===== src/rtl/posit_pkg.sv =====
// posit_pkg
//   Types and defaults shared by the posit multiplier issue logic.
//   POSIT_N / POSIT_ES / POSIT_TAG_W : default posit width, exponent size, tag width
//   issue_state_t                    : issue FSM encoding (IDLE, RUN, HOLD)
//   operand_pair_t                   : one operand pair plus its opaque tag
package posit_pkg;

    localparam int POSIT_N     = 32;
    localparam int POSIT_ES    = 2;
    localparam int POSIT_TAG_W = 8;

    typedef enum logic [1:0] {
        IDLE = 2'd0,
        RUN  = 2'd1,
        HOLD = 2'd2
    } issue_state_t;

    typedef struct packed {
        logic [POSIT_N-1:0]     a;
        logic [POSIT_N-1:0]     b;
        logic [POSIT_TAG_W-1:0] tag;
    } operand_pair_t;

endpackage


===== src/rtl/posit_pair_fifo.sv =====
// posit_pair_fifo
//   Synchronous FIFO of operand pairs. Pointers carry one extra wrap bit and
//   wrap naturally; occupancy is kept in its own register so full/empty come
//   straight from a flop compare.
//   clk, reset_n : clock, async active-low reset (empties the FIFO)
//   push/wr_data : write request and data (ignored when full)
//   pop/rd_data  : read request (ignored when empty) and head-of-queue data
//   full, empty  : occupancy flags
module posit_pair_fifo
    import posit_pkg::*;
#(
    parameter int  DEPTH  = 4,
    parameter type pair_t = operand_pair_t
) (
    input  logic  clk,
    input  logic  reset_n,
    input  logic  push,
    input  pair_t wr_data,
    input  logic  pop,
    output pair_t rd_data,
    output logic  full,
    output logic  empty
);

    localparam int AW = $clog2(DEPTH);

    pair_t         mem_q [DEPTH];
    logic [AW:0]   wr_ptr_q, wr_ptr_d;
    logic [AW:0]   rd_ptr_q, rd_ptr_d;
    logic [AW:0]   count_q,  count_d;
    logic          push_ok, pop_ok;

    assign full    = (count_q == (AW+1)'(DEPTH));
    assign empty   = (count_q == '0);
    assign push_ok = push && !full;
    assign pop_ok  = pop && !empty;
    assign rd_data = mem_q[rd_ptr_q[AW-1:0]];

    always_comb begin
        wr_ptr_d = wr_ptr_q + (AW+1)'(push_ok);
        rd_ptr_d = rd_ptr_q + (AW+1)'(pop_ok);
        // push and pop together leave the occupancy unchanged
        count_d  = count_q + (AW+1)'(push_ok) - (AW+1)'(pop_ok);
    end

    always_ff @(posedge clk or negedge reset_n) begin
        if (!reset_n) begin
            wr_ptr_q <= '0;
            rd_ptr_q <= '0;
            count_q  <= '0;
        end else begin
            wr_ptr_q <= wr_ptr_d;
            rd_ptr_q <= rd_ptr_d;
            count_q  <= count_d;
        end
    end

    // Storage needs no reset: entries are only read after being written.
    always_ff @(posedge clk) begin
        if (push_ok) mem_q[wr_ptr_q[AW-1:0]] <= wr_data;
    end

endmodule


===== src/rtl/posit_mult_issue.sv =====
// posit_mult_issue
//   Operand sequencer in front of positmult. Queues operand pairs, presents
//   one pair at a time with a level start held until done (or timeout), and
//   returns the product and flags on a valid/ready port.
//   clk, reset_n                : clock, async active-low reset
//   in_valid/in_ready/in_a/in_b/in_tag : operand pair input handshake
//   mult_in1/mult_in2/mult_start       : to the multiplier
//   mult_result/mult_inf/mult_zero/mult_done : from the multiplier
//   out_valid/out_ready/out_result/out_inf/out_zero/out_tag : result port
//   timeout_err                 : sticky, multiplier missed the TIMEOUT window
module posit_mult_issue
    import posit_pkg::*;
#(
    parameter int N       = POSIT_N,
    parameter int ES      = POSIT_ES,
    parameter int TAG_W   = POSIT_TAG_W,
    parameter int DEPTH   = 4,
    parameter int TIMEOUT = 64
) (
    input  logic             clk,
    input  logic             reset_n,
    input  logic             in_valid,
    output logic             in_ready,
    input  logic [N-1:0]     in_a,
    input  logic [N-1:0]     in_b,
    input  logic [TAG_W-1:0] in_tag,
    output logic [N-1:0]     mult_in1,
    output logic [N-1:0]     mult_in2,
    output logic             mult_start,
    input  logic [N-1:0]     mult_result,
    input  logic             mult_inf,
    input  logic             mult_zero,
    input  logic             mult_done,
    output logic             out_valid,
    input  logic             out_ready,
    output logic [N-1:0]     out_result,
    output logic             out_inf,
    output logic             out_zero,
    output logic [TAG_W-1:0] out_tag,
    output logic             timeout_err
);

    localparam int CNT_W = $clog2(TIMEOUT + 1);

    // Local pair type so the FIFO follows N/TAG_W overrides.
    typedef struct packed {
        logic [N-1:0]     a;
        logic [N-1:0]     b;
        logic [TAG_W-1:0] tag;
    } pair_t;

    // ES only matters to the multiplier; checked here so a mismatched
    // instantiation fails at elaboration rather than in silicon.
    if ((DEPTH < 2) || ((DEPTH & (DEPTH - 1)) != 0) || (ES < 0) || (ES > N - 3) ||
        (TIMEOUT < 1)) begin : g_bad_cfg
        $error("posit_mult_issue: illegal parameter combination");
    end

    issue_state_t     state_q, state_d;
    pair_t            op_q, op_d;
    logic [CNT_W-1:0] cnt_q, cnt_d;
    logic             out_valid_q, out_valid_d;
    logic [N-1:0]     out_result_q, out_result_d;
    logic             out_inf_q, out_inf_d;
    logic             out_zero_q, out_zero_d;
    logic [TAG_W-1:0] out_tag_q, out_tag_d;
    logic             timeout_q, timeout_d;
    logic             alive_q;

    pair_t            fifo_wr, fifo_rd;
    logic             fifo_full, fifo_empty, fifo_pop;

    // alive_q keeps in_ready low while reset is held and for the edge after.
    assign in_ready = alive_q && !fifo_full;
    assign fifo_wr  = '{a: in_a, b: in_b, tag: in_tag};

    posit_pair_fifo #(
        .DEPTH  (DEPTH),
        .pair_t (pair_t)
    ) u_fifo (
        .clk     (clk),
        .reset_n (reset_n),
        .push    (in_valid && in_ready),
        .wr_data (fifo_wr),
        .pop     (fifo_pop),
        .rd_data (fifo_rd),
        .full    (fifo_full),
        .empty   (fifo_empty)
    );

    always_comb begin
        state_d      = state_q;
        op_d         = op_q;
        cnt_d        = cnt_q;
        out_valid_d  = out_valid_q;
        out_result_d = out_result_q;
        out_inf_d    = out_inf_q;
        out_zero_d   = out_zero_q;
        out_tag_d    = out_tag_q;
        timeout_d    = timeout_q;
        fifo_pop     = 1'b0;

        unique case (state_q)
            IDLE: begin
                if (!fifo_empty) begin
                    fifo_pop = 1'b1;
                    op_d     = fifo_rd;
                    cnt_d    = '0;
                    state_d  = RUN;
                end
            end
            RUN: begin
                // done is honoured from the very first RUN cycle
                if (mult_done) begin
                    out_valid_d  = 1'b1;
                    out_result_d = mult_result;
                    out_inf_d    = mult_inf;
                    out_zero_d   = mult_zero;
                    out_tag_d    = op_q.tag;
                    state_d      = HOLD;
                end else if (cnt_q == CNT_W'(TIMEOUT - 1)) begin
                    // TIMEOUT RUN cycles without done: the pair is dropped
                    timeout_d = 1'b1;
                    state_d   = IDLE;
                end else begin
                    cnt_d = cnt_q + CNT_W'(1);
                end
            end
            HOLD: begin
                // start is low here, giving the multiplier a clean restart
                if (out_valid_q && out_ready) begin
                    out_valid_d = 1'b0;
                    state_d     = IDLE;
                end
            end
            default: state_d = IDLE;
        endcase
    end

    always_ff @(posedge clk or negedge reset_n) begin
        if (!reset_n) begin
            state_q      <= IDLE;
            op_q         <= '0;
            cnt_q        <= '0;
            out_valid_q  <= 1'b0;
            out_result_q <= '0;
            out_inf_q    <= 1'b0;
            out_zero_q   <= 1'b0;
            out_tag_q    <= '0;
            timeout_q    <= 1'b0;
            alive_q      <= 1'b0;
        end else begin
            state_q      <= state_d;
            op_q         <= op_d;
            cnt_q        <= cnt_d;
            out_valid_q  <= out_valid_d;
            out_result_q <= out_result_d;
            out_inf_q    <= out_inf_d;
            out_zero_q   <= out_zero_d;
            out_tag_q    <= out_tag_d;
            timeout_q    <= timeout_d;
            alive_q      <= 1'b1;
        end
    end

    assign mult_start  = (state_q == RUN);
    assign mult_in1    = op_q.a;
    assign mult_in2    = op_q.b;
    assign out_valid   = out_valid_q;
    assign out_result  = out_result_q;
    assign out_inf     = out_inf_q;
    assign out_zero    = out_zero_q;
    assign out_tag     = out_tag_q;
    assign timeout_err = timeout_q;

endmodule


===== config.mk =====
export PLATFORM = sky130hd
export DESIGN_NAME = posit_mult_issue
export DESIGN_NICKNAME = d
export VERILOG_FILES = /design/src/rtl/posit_pkg.sv /design/src/rtl/posit_pair_fifo.sv /design/src/rtl/posit_mult_issue.sv
export SDC_FILE = /design/constraint.sdc
export NUM_CORES = 1
export LEC_CHECK = 0
export BUFFER_PORTS_ARGS = -buffer_cell sky130_fd_sc_hd__buf_2
export CORE_ASPECT_RATIO = 1.25
export CORE_MARGIN = 2
export CORE_UTILIZATION = 40
export CTS_CLUSTER_SIZE = 16
export DETAILED_ROUTE_END_ITERATION = 12
export RECOVER_POWER = 50
export SKIP_LAST_GASP = 1
export SYNTH_ARGS = -nofsm -noshare
export SYNTH_HDL_FRONTEND = slang
export SYNTH_SLANG_ARGS = --single-unit

===== constraint.sdc =====
create_clock -name clk -period 6.3 [get_ports clk]
set_input_delay 0.315 -clock clk [delete_from_list [all_inputs] [get_ports clk]]
set_output_delay 0.315 -clock clk [all_outputs]
set_load 0.005 [all_outputs]

==> reports/qor.json, run 1 <==
{
  "floorplan": {
    "start_util": 0.403,
    "num_io_pins": 221,
    "fp.dieW_um": 183,
    "rows": 82,
    "floorplan.core_area_sq_mm": 0.0398,
    "fp.dieArea_sq_mm": 0.0417,
    "die_height_um": 228
  },
  "drt": {
    "drtPass1Iterations": 4,
    "drt-total-wl_um": 31300,
    "post_drt_wl_per_cell_um": 19.5,
    "maxUsedRoutingLayer": "met4",
    "dr.first_iter.drc_count": 280,
    "met3WireLength_um": 1890,
    "number_of_vias_after_detailed_routing": 7853,
    "drt.antenna.violating_nets": 0,
    "met2WireLength_um": 15800,
    "vias_per_cell": 4.90,
    "post-route-drc-count": 0,
    "wl_met1_um": 13000
  },
  "cells_and_area": {
    "areaGrowthSynthToFinish_pct": 21.5,
    "nNetsFinal": 1180,
    "final_cell_area_sq_mm": 0.0195,
    "layout-drive-gt1-share": 0.279
  },
  "power_and_ir_drop": {
    "power.share.switching": 0.278,
    "power_density_mw_per_mm2": 446,
    "internal_portion_of_total_power_mw": 6.28,
    "clock_power_share": 0.283,
    "switching_power_mw": 2.41,
    "power_frac_comb": 0.254,
    "power_frac_seq": 0.463,
    "max_rail_drop_vdd_mv": 0.323,
    "design_power_total_mw": 8.69,
    "p_leak_nw": 7.03
  },
  "clocking": {
    "tritoncts": "done",
    "insertion_delay_ns": 0.54,
    "clock_transition_time_at_the_flip_flop_clock_pins_of_the_worst_setup_and_hold_paths_ns": 0.06,
    "cts-htree-levels": 2,
    "post-cts-setup-buffer-count": 0,
    "ctsHoldBuffers": 107,
    "max-clock-path-buffers": 3,
    "clk_root_buffer_cell": "clkbuf_16",
    "ctsResizeCount": 0,
    "clock-sinks": 421,
    "cts_buffers": 44
  },
  "critical_path": {
    "critPathLaunchType": "flop",
    "required_ns": 6.71,
    "arrival_ns": 3.19,
    "timing_worst_setup_path_type": "reg2reg",
    "crit_slowest_cell": "dfrtp_4",
    "critical_path_peak_fanout": 41,
    "cp_cell_sequence": "buf_4 -> mux4_2 -> mux2_1",
    "worst_path_largest_cell_delay_ns": 0.90,
    "cp-end-kind": "flop",
    "timing.reg2reg.worst_path_depth": 3
  },
  "logic_synthesis": {
    "synth.distinct_cells": 43,
    "yosys_warnings": 0,
    "number_of_synthesized_register_bits": 421,
    "post_synth_inst_count": 773,
    "synth.cell_area_sq_mm": 0.0160,
    "yosysSeqAreaShare": 0.747,
    "mappedNetlistNets": 888,
    "syn-mean-instance-area_sq_um": 20.7
  },
  "sta": {
    "period_utilisation_layout": 0.441,
    "layout_min_cycle_time_ns": 2.78,
    "worst_slew_pin_slew_ns": 1.01,
    "timing.final.ws_setup_ns": 3.52,
    "setup_violations": 0,
    "timing.setup.tns_ns": 0,
    "worst_hold_slack_ns": 0.0685,
    "count_of_pins_over_their_slew_limit": 0,
    "grt_setup_unrepaired": "no",
    "max_freq_mhz": 360,
    "max_slew_margin": 0.327,
    "timing.final.hold_violations": 0,
    "final.setup_skew_ns": 0.0158
  },
  "min_path": {
    "holdPathStages": 4,
    "holdCritPathClass": "in2reg"
  },
  "place": {
    "dp_hpwl_um": 17400,
    "place_worst_setup_slack_ns": 3.37,
    "port-buffer-count": 220,
    "placed_standard_cell_area_sq_mm": 0.0172,
    "routability_driven_placement_congestion_ratio": 0.703
  },
  "status": {
    "run_status": "complete, no violations"
  },
  "global_route": {
    "antenna_found_initial": 1,
    "grt_usage": 0.152,
    "grt_start_max_net_pins": 79,
    "grt_overflow": 0,
    "first_pass_grt_wire_length_um": 48400,
    "grt_pass1_vias": 8515
  },
  "flow_run": {
    "maxCapViolations": 0
  }
}
cell families after synthesis:
kind of cell               count (synthesis)  synth area share
AOI/OAI and AO/OA                         22           0.00898
and+or+nand+nor                           33            0.0105
DFF                                      421             0.747
adders and majority gates                  4           0.00359
buffers and inverters                    100            0.0447
other                                      1          0.000234
xor gates and xnor gates                   5           0.00273
muxes                                    187             0.182
critical path: cells and delay by family, from the launching register on:
| family | cells | cell delay, ns |
|---|---|---|
| buf+inv | 1 | 0.83 |
| flops | 1 | 0.90 |
| mux | 2 | 0.88 |
power groups by stage:
stage | registers [mW] | logic (mW) | clock network, mW
finish | 4.02 | 2.21 | 2.46
global route | 4.12 | 2.44 | 2.65
CTS | 4.04 | 2.34 | 2.55
detailed placement | 4.09 | 2.28 | 0
global placement | 4.07 | 2.24 | 0
floorplan | 3.92 | 1.90 | 0
final timing paths:
kind                                          from              to  slack, ns
worst max-delay path            u_fifo.rd_ptr_q[0]    mult_in1[23]       3.52
worst min-delay path                     out_ready      state_q[1]       0.07
worst max register to register  u_fifo.rd_ptr_q[0]    mult_in1[23]       3.52
worst min register to register         timeout_err     timeout_err       0.47
max in group asynchronous                  reset_n    mult_in1[18]       4.56
min in group asynchronous                  reset_n  out_result[20]       0.43
per-layer routing:
| metal | vias to the layer above | GRT usage |
|---|---|---|
| met2 | 220 | 0.268 |
| li1 | 3541 | - |
| met1 | 4043 | 0.185 |
| met5 | - | 0 |
| met3 | 49 | 0.0385 |
| met4 | 0 | 0.0418 |
synth_stat cells (all sizes together):
library cell	count	area, sq um
mux2i	1	10.0
a21boi	1	7.51
mux4	72	1620
fa	1	20.0
nand3	3	15.0
nand2b	1	6.26
or2	1	6.26
a41oi	1	8.76
nor3b	3	22.5
mux2	114	1280
o22ai	1	6.26
and2	1	6.26
nor4	1	6.26
a21o	1	7.51
inv	7	26.3
clkbuf	8	30.0
conb	1	3.75
xnor2	3	26.3
ha	3	37.5
nor3	2	10.0
o211ai	1	7.51
nor2	4	15.0
o21a	1	7.51
or3	1	6.26
xor2	2	17.5
buf	84	656
a21oi	9	45.0
dfrtp	133	3330
o41ai	1	16.3
clkinv	1	3.75
a211o	1	8.76
edfxtp	288	8650
nand2	12	47.6
nor2b	1	6.26
and3	2	12.5
and4	1	8.76
o31a	1	8.76
o21ai	4	20.0
registers in the layout, summed over array words and instances, names as in the netlist, 2 cells and up:
register,flops
u_fifo.wr_ptr_q,2
cnt_q,7
u_fifo.count_q,3
op_q,8
out_tag,8
mult_in2,32
u_fifo.mem_q,288
u_fifo.rd_ptr_q,2
state_q,2
mult_in1,32
out_result,32
cells in the final DEF, fill, tap and decap left out, drive strengths merged, types with 9 or more instances in the layout:
cell / count
clkbuf: 194
mux4: 72
a21oi: 9
clkinv: 10
dlygate4sd3: 107
nand2: 12
edfxtp: 288
mux2: 114
buf: 104
dfrtp: 133
through the flow:
stage                     utilization  std cells
after floorplan                     -        773
after global placement          0.432       1416
after detailed placement        0.432       1416
after CTS                       0.493       1603
after global routing            0.489       1604
final                           0.489       1604
cell type report:
type / instances / area, sq um
Timing Repair Buffer: 338 / 2100
Inverter: 8 / 30.0
Multi-Input combinational cell: 252 / 3360
Sequential cell: 421 / 12000
Tap cell: 504 / 631
Clock buffer: 67 / 1250
Antenna cell: 1 / 2.50
Fill cell: 3389 / 20300
Clock inverter: 13 / 119
(Power assumes the default switching activity.)
==> inputs of run 2 (changes only) <==
Clock period 6.3 ns to 2.29 ns, I/O delays scaled along.
==> run 2 against run 1 <==
Compared with the run above:
- combinational power rose to 3.0 times the previous value
- flip-flop and latch count unchanged
- clock power increased to 2.7 times the previous value
- sequential share of layout area decreased by 1.0 points
- fmax increased by 39%
- clock skew shrank 0.0054 ns
- die area unchanged
- sequential power rose to 2.7 times the previous value
- via count rose by 0.56%
- worst hold slack improved by 0.026 ns
- critical path depth up 2
- critical path type unchanged
- critical endpoint is now u_fifo.count_q[2]
- largest power group unchanged
==> reports/qor.json, run 2 (synthesized netlist as in run 1, its figures left out) <==
{
  "floorplan": {
    "fp.dieArea": {"value": 0.0417, "unit": "sq mm", "change": "unchanged"},
    "rows": {"value": 82, "change": "unchanged"},
    "fp.dieW": {"value": 183, "unit": "um", "change": "unchanged"},
    "num_io_pins": {"value": 221, "change": "unchanged"},
    "floorplan.core_area": {"value": 0.0398, "unit": "sq mm", "change": "unchanged"},
    "start_util": {"value": 0.403, "change": "unchanged"},
    "die_height": {"value": 228, "unit": "um", "change": "unchanged"}
  },
  "power_and_ir_drop": {
    "p_leak": {"value": 7.24, "unit": "nW", "change": "+3.0%"},
    "max_rail_drop_vdd": {"value": 0.768, "unit": "mV", "change": "+140%"},
    "power_density": {"value": 1220, "unit": "mW/mm^2", "change": "+170%"}
  },
  "clocking": {
    "clock-sinks": {"value": 421, "change": "unchanged"},
    "clk_root_buffer_cell": "clkbuf_16",
    "tritoncts": "done",
    "clock_transition_time_at_the_flip_flop_clock_pins_of_the_worst_setup_and_hold_paths": {"value": 0.06, "unit": "ns", "change": "about the same"},
    "cts-htree-levels": {"value": 2, "change": "unchanged"},
    "max-clock-path-buffers": {"value": 3, "change": "unchanged"},
    "insertion_delay": {"value": 0.54, "unit": "ns", "change": "about the same"},
    "ctsResizeCount": {"value": 0, "change": "unchanged"},
    "cts_buffers": {"value": 42, "change": "-4.5%"}
  },
  "sta": {
    "count_of_pins_over_their_slew_limit": {"value": 0, "change": "unchanged"},
    "final.setup_skew": {"value": 0.0105, "unit": "ns", "change": "-0.00535 ns"},
    "max_freq": {"value": 502, "unit": "MHz", "change": "+39%"},
    "setup_violations": {"value": 0, "change": "unchanged"},
    "grt_setup_unrepaired": "no",
    "timing.final.hold_violations": {"value": 0, "change": "unchanged"},
    "layout_min_cycle_time": {"value": 1.99, "unit": "ns", "change": "-0.786 ns"},
    "worst_slew_pin_slew": {"value": 1.40, "unit": "ns", "change": "+0.394 ns"},
    "period_utilisation_layout": {"value": 0.869, "change": "+0.429"},
    "worst_hold_slack": {"value": 0.0945, "unit": "ns", "change": "+0.0259 ns"},
    "max_slew_margin": {"value": 0.0666, "change": "-0.260"}
  },
  "critical_path": {
    "cp-end-kind": "flop",
    "arrival": {"value": 2.45, "unit": "ns", "change": "-0.74 ns"},
    "cp-endpoint": "u_fifo.count_q[2]",
    "worst_path_largest_cell_delay": {"value": 0.46, "unit": "ns", "change": "-0.44 ns"},
    "worst_path_most_repeated_cell": "xnor2_1",
    "r2r-start": "state_q[0]",
    "cp_cell_sequence": "or3_4 -> or2_1 -> fa_1 -> xnor2_1 -> xnor2_1",
    "worst-r2r-setup-slack": {"value": 0.30, "unit": "ns", "change": "-3.22 ns"},
    "critical_path_peak_fanout": {"value": 8, "change": "-80%"},
    "worstSetupStartpoint": "state_q[0]",
    "critPathLaunchType": "flop",
    "timing_worst_setup_path_type": "reg2reg",
    "required": {"value": 2.74, "unit": "ns", "change": "-3.97 ns"},
    "crit_slowest_cell": "dfrtp_1",
    "timing.reg2reg.worst_path_depth": {"value": 5, "change": "+2"},
    "critical_path.reg2reg.endpoint": "u_fifo.count_q[2]"
  },
  "global_route": {
    "grt_start_max_net_pins": {"value": 75, "change": "-5.1%"},
    "first_pass_grt_wire_length": {"value": 48200, "unit": "um", "change": "-0.37%"},
    "antenna_found_initial": {"value": 2, "change": "+1"},
    "grt_pass1_vias": {"value": 8575, "change": "+0.70%"},
    "grt_overflow": {"value": 0, "change": "unchanged"},
    "grt_usage": {"value": 0.150, "change": "-0.00229"}
  },
  "place": {
    "dp_hpwl": {"value": 17500, "unit": "um", "change": "+0.67%"},
    "placed_standard_cell_area": {"value": 0.0175, "unit": "sq mm", "change": "+1.7%"},
    "port-buffer-count": {"value": 220, "change": "unchanged"},
    "routability_driven_placement_congestion_ratio": {"value": 0.710, "change": "+1.0%"}
  },
  "cells_and_area": {
    "area_used_by_sequential_logic_in_the_layout": {"value": 0.0120, "unit": "sq mm", "change": "unchanged"},
    "layout-drive-gt1-share": {"value": 0.317, "change": "+0.0372"},
    "final_cell_area": {"value": 0.0198, "unit": "sq mm", "change": "+1.7%"},
    "final_cell_mix": "edfxtp_1 (288), dfrtp_1 (131), buf_2 (125), clkbuf_1 (113), dlygate4sd3_1 (109)",
    "areaGrowthSynthToFinish_pct": 23.5,
    "postLayoutCoreUtil": {"value": 0.497, "change": "+0.00814"},
    "num-fill-cells": {"value": 3330, "change": "-1.7%"},
    "largest_register_ffs": {"value": 288, "change": "unchanged"},
    "multiInputGateArea": {"value": 0.00338, "unit": "sq mm", "change": "+0.75%"},
    "layout_commonest_cell": "edfxtp_1",
    "nNetsFinal": {"value": 1190, "change": "+0.85%"}
  },
  "min_path": {
    "holdCritPathClass": "in2reg",
    "holdPathStages": {"value": 4, "change": "unchanged"}
  },
  "drt": {
    "drt.antenna.violating_nets": {"value": 0, "change": "unchanged"},
    "number_of_vias_after_detailed_routing": {"value": 7897, "change": "+0.56%"},
    "post_drt_wl_per_cell": {"value": 18.9, "unit": "um", "change": "-3.0%"},
    "drt-total-wl": {"value": 30600, "unit": "um", "change": "-2.4%"},
    "post-route-drc-count": {"value": 0, "change": "unchanged"},
    "vias_per_cell": {"value": 4.89, "change": "-0.12%"},
    "drtPass1Iterations": {"value": 4, "change": "unchanged"},
    "dr.first_iter.drc_count": {"value": 307, "change": "+9.6%"}
  },
  "status": {
    "run_status": "complete, no violations"
  },
  "flow_run": {
    "maxCapViolations": {"value": 0, "change": "unchanged"}
  }
}
[run 2: changes by cell type in the layout (fill, tap and decap cells not counted), sizes merged]
cell,before,now
inv,8,7
clkbuf,194,164
buf,104,143
dlygate4sd3,107,109
diode,1,2
[run 2: through the flow]
step / instances / worst slack, ns / power [mW] / TNS, ns
finish: 1615 / 0.299 / 24.2 / 0
detailed placement: 1426 / 0.293 / 17.8 / 0
CTS: 1613 / 0.278 / 24.8 / 0
global route: 1615 / 0.165 / 25.6 / 0
global placement: 1426 / 0.323 / 17.6 / 0
floorplan: 773 / -0.773 / 16.0 / -156.11
[run 2: worst min path at each step]
| stage | end | startpoint | slack, ns |
|---|---|---|---|
| 2_1_floorplan | alive_q | reset_n | -0.18 |
| 3_3_place_gp | mult_in2[8] | reset_n | 0.12 |
| 3_5_place_dp | mult_in2[8] | reset_n | 0.12 |
| 4_1_cts | u_fifo.wr_ptr_q[0] | in_valid | 0.08 |
| 5_1_grt | u_fifo.wr_ptr_q[0] | in_valid | 0.12 |
| 6_report | u_fifo.wr_ptr_q[0] | in_valid | 0.09 |
[run 2: layout make-up]
| cell class | instances | area share |
|---|---|---|
| multi-input combinational | 252 | 0.171 |
| clock buffer | 66 | 0.0629 |
| inverter | 8 | 0.00152 |
| antenna | 2 | 0.000253 |
| sequential | 421 | 0.605 |
| tap | 504 | 0.0319 |
| clock inverter | 12 | 0.00550 |
| timing repair buffer | 350 | 0.122 |
[run 2: where the power goes]
part,internal [mW],leakage [nW],switching (mW)
Clock,3.97,0.659,2.75
Sequential,9.96,4.19,0.907
Combinational,3.66,2.39,2.97
[run 2: repair_timing]
action | CTS | global route
buffers inserted | 0 | 0
hold buffers | 109 | 0
hold endpoints to repair | 373 | 0
[run 2: routing by layer]
metal	vias to the layer above	GRT usage	share of wire
li1	3568	-	-
met3	44	0.0362	0.054
met2	216	0.258	0.50
met4	0	0.0400	0.020
met1	4069	0.190	0.43
met5	-	0	0
[run 2: worst max-delay path: cells and delay by family (launching register included)]
kind / cells / cell delay, ns
flops: 1 / 0.46
simple gates: 2 / 0.70
xor+xnor: 2 / 0.33
fa+ha+maj: 1 / 0.44
==> inputs of run 3 (changes only) <==
Clock period 2.29 ns to 2.3 ns, I/O delays scaled along.
==> run 3 against run 2 <==
Compared with the run above:
- the run now ends with max-capacitance violations, max-slew violations left
- register-to-register slack gained 0.03 ns
- clock power shrank 3%
- fmax grew 0.82%
- first-iteration DRC count grew 31%
- critical path depth is the same
- global-route usage grew 0.43 points
- sequential power is essentially flat
==> reports/qor.json, run 3 (synthesized netlist as in run 1, its figures left out) <==
{
  "sta": {
    "layout_min_cycle_time": {"value": 1.97, "unit": "ns", "change": "-0.0162 ns"},
    "period_utilisation_layout": {"value": 0.859, "change": "-0.0108"},
    "max_slew_margin": {"value": -0.0290, "change": "-0.0956"},
    "max_freq": {"value": 506, "unit": "MHz", "change": "+0.82%"},
    "setup_violations": {"value": 0, "change": "unchanged"},
    "timing.final.ws_setup": {"value": 0.325, "unit": "ns", "change": "+0.0262 ns"},
    "worst_slew_pin_slew": {"value": 1.54, "unit": "ns", "change": "+0.143 ns"},
    "timing.setup.tns": {"value": 0, "unit": "ns", "change": "unchanged"},
    "timing.final.hold_violations": {"value": 0, "change": "unchanged"},
    "grt_setup_unrepaired": "no",
    "count_of_pins_over_their_slew_limit": {"value": 44, "change": "+44"},
    "final.setup_skew": {"value": 0.0219, "unit": "ns", "change": "+0.0115 ns"}
  },
  "cells_and_area": {
    "postLayoutCoreUtil": {"value": 0.496, "change": "-0.00104"},
    "areaGrowthSynthToFinish_pct": 23.3,
    "layout_commonest_cell": "edfxtp_1",
    "layout-drive-gt1-share": {"value": 0.318, "change": "+0.00148"},
    "largest_register_ffs": {"value": 288, "change": "unchanged"},
    "nNetsFinal": {"value": 1189, "change": "-0.084%"},
    "num-fill-cells": {"value": 3288, "change": "-1.3%"},
    "layoutNonFillerInstCount": {"value": 1613, "change": "-0.12%"},
    "final_cell_mix": "edfxtp_1 (288), dfrtp_1 (131), buf_2 (125), clkbuf_1 (109), dlygate4sd3_1 (109)"
  },
  "critical_path": {
    "required": {"value": 2.70, "unit": "ns", "change": "-0.04 ns"},
    "r2r-start": "state_q[1]",
    "arrival": {"value": 2.38, "unit": "ns", "change": "-0.07 ns"},
    "critical_path.reg2reg.endpoint": "out_result[18]",
    "timing_worst_setup_path_type": "reg2reg",
    "worst-r2r-setup-slack": {"value": 0.33, "unit": "ns", "change": "+0.03 ns"},
    "timing.reg2reg.worst_path_depth": {"value": 5, "change": "unchanged"},
    "cp-end-kind": "flop",
    "critical_path_peak_fanout": {"value": 34, "change": "+26"},
    "critPathLaunchType": "flop"
  },
  "drt": {
    "post-route-drc-count": {"value": 0, "change": "unchanged"},
    "drtPass1Iterations": {"value": 4, "change": "unchanged"},
    "dr.first_iter.drc_count": {"value": 401, "change": "+31%"},
    "vias_per_cell": {"value": 4.90, "change": "+0.25%"},
    "number_of_vias_after_detailed_routing": {"value": 7907, "change": "+0.13%"},
    "drt-total-wl": {"value": 31000, "unit": "um", "change": "+1.6%"},
    "post_drt_wl_per_cell": {"value": 19.2, "unit": "um", "change": "+1.7%"},
    "drt.antenna.violating_nets": {"value": 0, "change": "unchanged"}
  },
  "clocking": {
    "ctsHoldBuffers": {"value": 109, "change": "unchanged"},
    "tritoncts": "done",
    "ctsResizeCount": {"value": 0, "change": "unchanged"},
    "max-clock-path-buffers": {"value": 3, "change": "unchanged"},
    "insertion_delay": {"value": 0.54, "unit": "ns", "change": "about the same"},
    "cts_buffers": {"value": 42, "change": "unchanged"},
    "clock-sinks": {"value": 421, "change": "unchanged"},
    "post-cts-setup-buffer-count": {"value": 0, "change": "unchanged"},
    "clock_transition_time_at_the_flip_flop_clock_pins_of_the_worst_setup_and_hold_paths": {"value": 0.06, "unit": "ns", "change": "about the same"},
    "cts-htree-levels": {"value": 2, "change": "unchanged"},
    "clk_root_buffer_cell": "clkbuf_16"
  },
  "min_path": {
    "worstHoldStart": "in_valid",
    "holdCritPathClass": "in2reg",
    "hold-path-endpoint": "u_fifo.wr_ptr_q[0]",
    "holdPathStages": {"value": 4, "change": "unchanged"}
  },
  "flow_run": {
    "maxCapViolations": {"value": 1, "change": "+1"}
  },
  "floorplan": {
    "fp.dieArea": {"value": 0.0417, "unit": "sq mm", "change": "unchanged"},
    "floorplan.core_area": {"value": 0.0398, "unit": "sq mm", "change": "unchanged"},
    "die_height": {"value": 228, "unit": "um", "change": "unchanged"},
    "num_io_pins": {"value": 221, "change": "unchanged"},
    "fp.dieW": {"value": 183, "unit": "um", "change": "unchanged"},
    "rows": {"value": 82, "change": "unchanged"},
    "start_util": {"value": 0.403, "change": "unchanged"}
  },
  "global_route": {
    "grt_overflow": {"value": 0, "change": "unchanged"},
    "first_pass_grt_wire_length": {"value": 49700, "unit": "um", "change": "+3.0%"},
    "grt_pass1_vias": {"value": 8774, "change": "+2.3%"},
    "grt_start_max_net_pins": {"value": 75, "change": "unchanged"},
    "antenna_found_initial": {"value": 2, "change": "unchanged"},
    "grt_usage": {"value": 0.154, "change": "+0.00430"}
  },
  "power_and_ir_drop": {
    "p_leak": {"value": 7.22, "unit": "nW", "change": "-0.18%"},
    "design_power_total": {"value": 24.0, "unit": "mW", "change": "-1.0%"},
    "max_rail_drop_vdd": {"value": 0.709, "unit": "mV", "change": "-7.7%"},
    "power_density": {"value": 1210, "unit": "mW/mm^2", "change": "-0.82%"}
  },
  "place": {
    "place_worst_setup_slack": {"value": 0.317, "unit": "ns", "change": "+0.0249 ns"},
    "dp_hpwl": {"value": 17700, "unit": "um", "change": "+1.3%"},
    "port-buffer-count": {"value": 220, "change": "unchanged"},
    "number_of_placed_cells_counting_well_taps": {"value": 1425, "change": "-0.070%"},
    "routability_driven_placement_congestion_ratio": {"value": 0.719, "change": "+1.2%"}
  },
  "status": {
    "run_status": "finished, violations left",
    "violations": "max-capacitance violations, max-slew violations"
  }
}
-- run 3: worst max-delay path: stages (launching register included) --
cell,delay [ns]
dfrtp_1,0.47
nand2b_1,0.23
clkinv_1,0.23
nand2_2,0.31
buf_12,0.25
mux2_2,0.36
-- run 3: final cells by class --
class                           count  area (sq um)  share of cell area
Tap cell                          504           631              0.0319
Clock inverter                     12          91.3             0.00462
Antenna cell                        2          5.00            0.000253
Clock buffer                       65          1230              0.0622
Multi-Input combinational cell    252          3380               0.171
Inverter                            8          30.0             0.00152
Sequential cell                   421         12000               0.607
Timing Repair Buffer              349          2400               0.122
-- run 3: per-stage QoR --
stage          area (sq um)  hold slack [ns]
2_1_floorplan         16100           -0.181
3_3_place_gp          17500            0.141
4_1_cts               19900           0.0801
3_5_place_dp          17500            0.143
5_1_grt               19800            0.132
6_report              19800            0.122
-- run 3: how the worst max path moves through the flow --
| stage | startpoint | endpoint | slack [ns] | cells past startpoint |
|---|---|---|---|---|
| after global placement | u_fifo.count_q[1] | u_fifo.count_q[2] | 0.31 | 8 |
| final | state_q[1] | out_result[18] | 0.33 | 5 |
| after detailed placement | u_fifo.count_q[1] | u_fifo.count_q[2] | 0.32 | 8 |
| after global routing | state_q[1] | out_result[19] | 0.18 | 5 |
| after CTS | u_fifo.count_q[1] | u_fifo.count_q[2] | 0.31 | 8 |
| after floorplan | u_fifo.count_q[1] | u_fifo.mem_q[2][0] | -0.76 | 4 |
-- run 3: where the power goes --
| group | internal (mW) | switching [mW] |
|---|---|---|
| clock | 3.80 | 2.74 |
| combinational | 3.64 | 2.98 |
| sequential | 9.92 | 0.898 |
| total | 17.4 | 6.62 |
-- run 3: layer usage --
metal / vias to the layer above / share of wire / global-route usage
met4: 0 / 0.019 / 0.0415
met2: 205 / 0.50 / 0.263
met5: - / 0 / 0
met1: 4076 / 0.43 / 0.197
met3: 50 / 0.054 / 0.0369
li1: 3576 / - / -
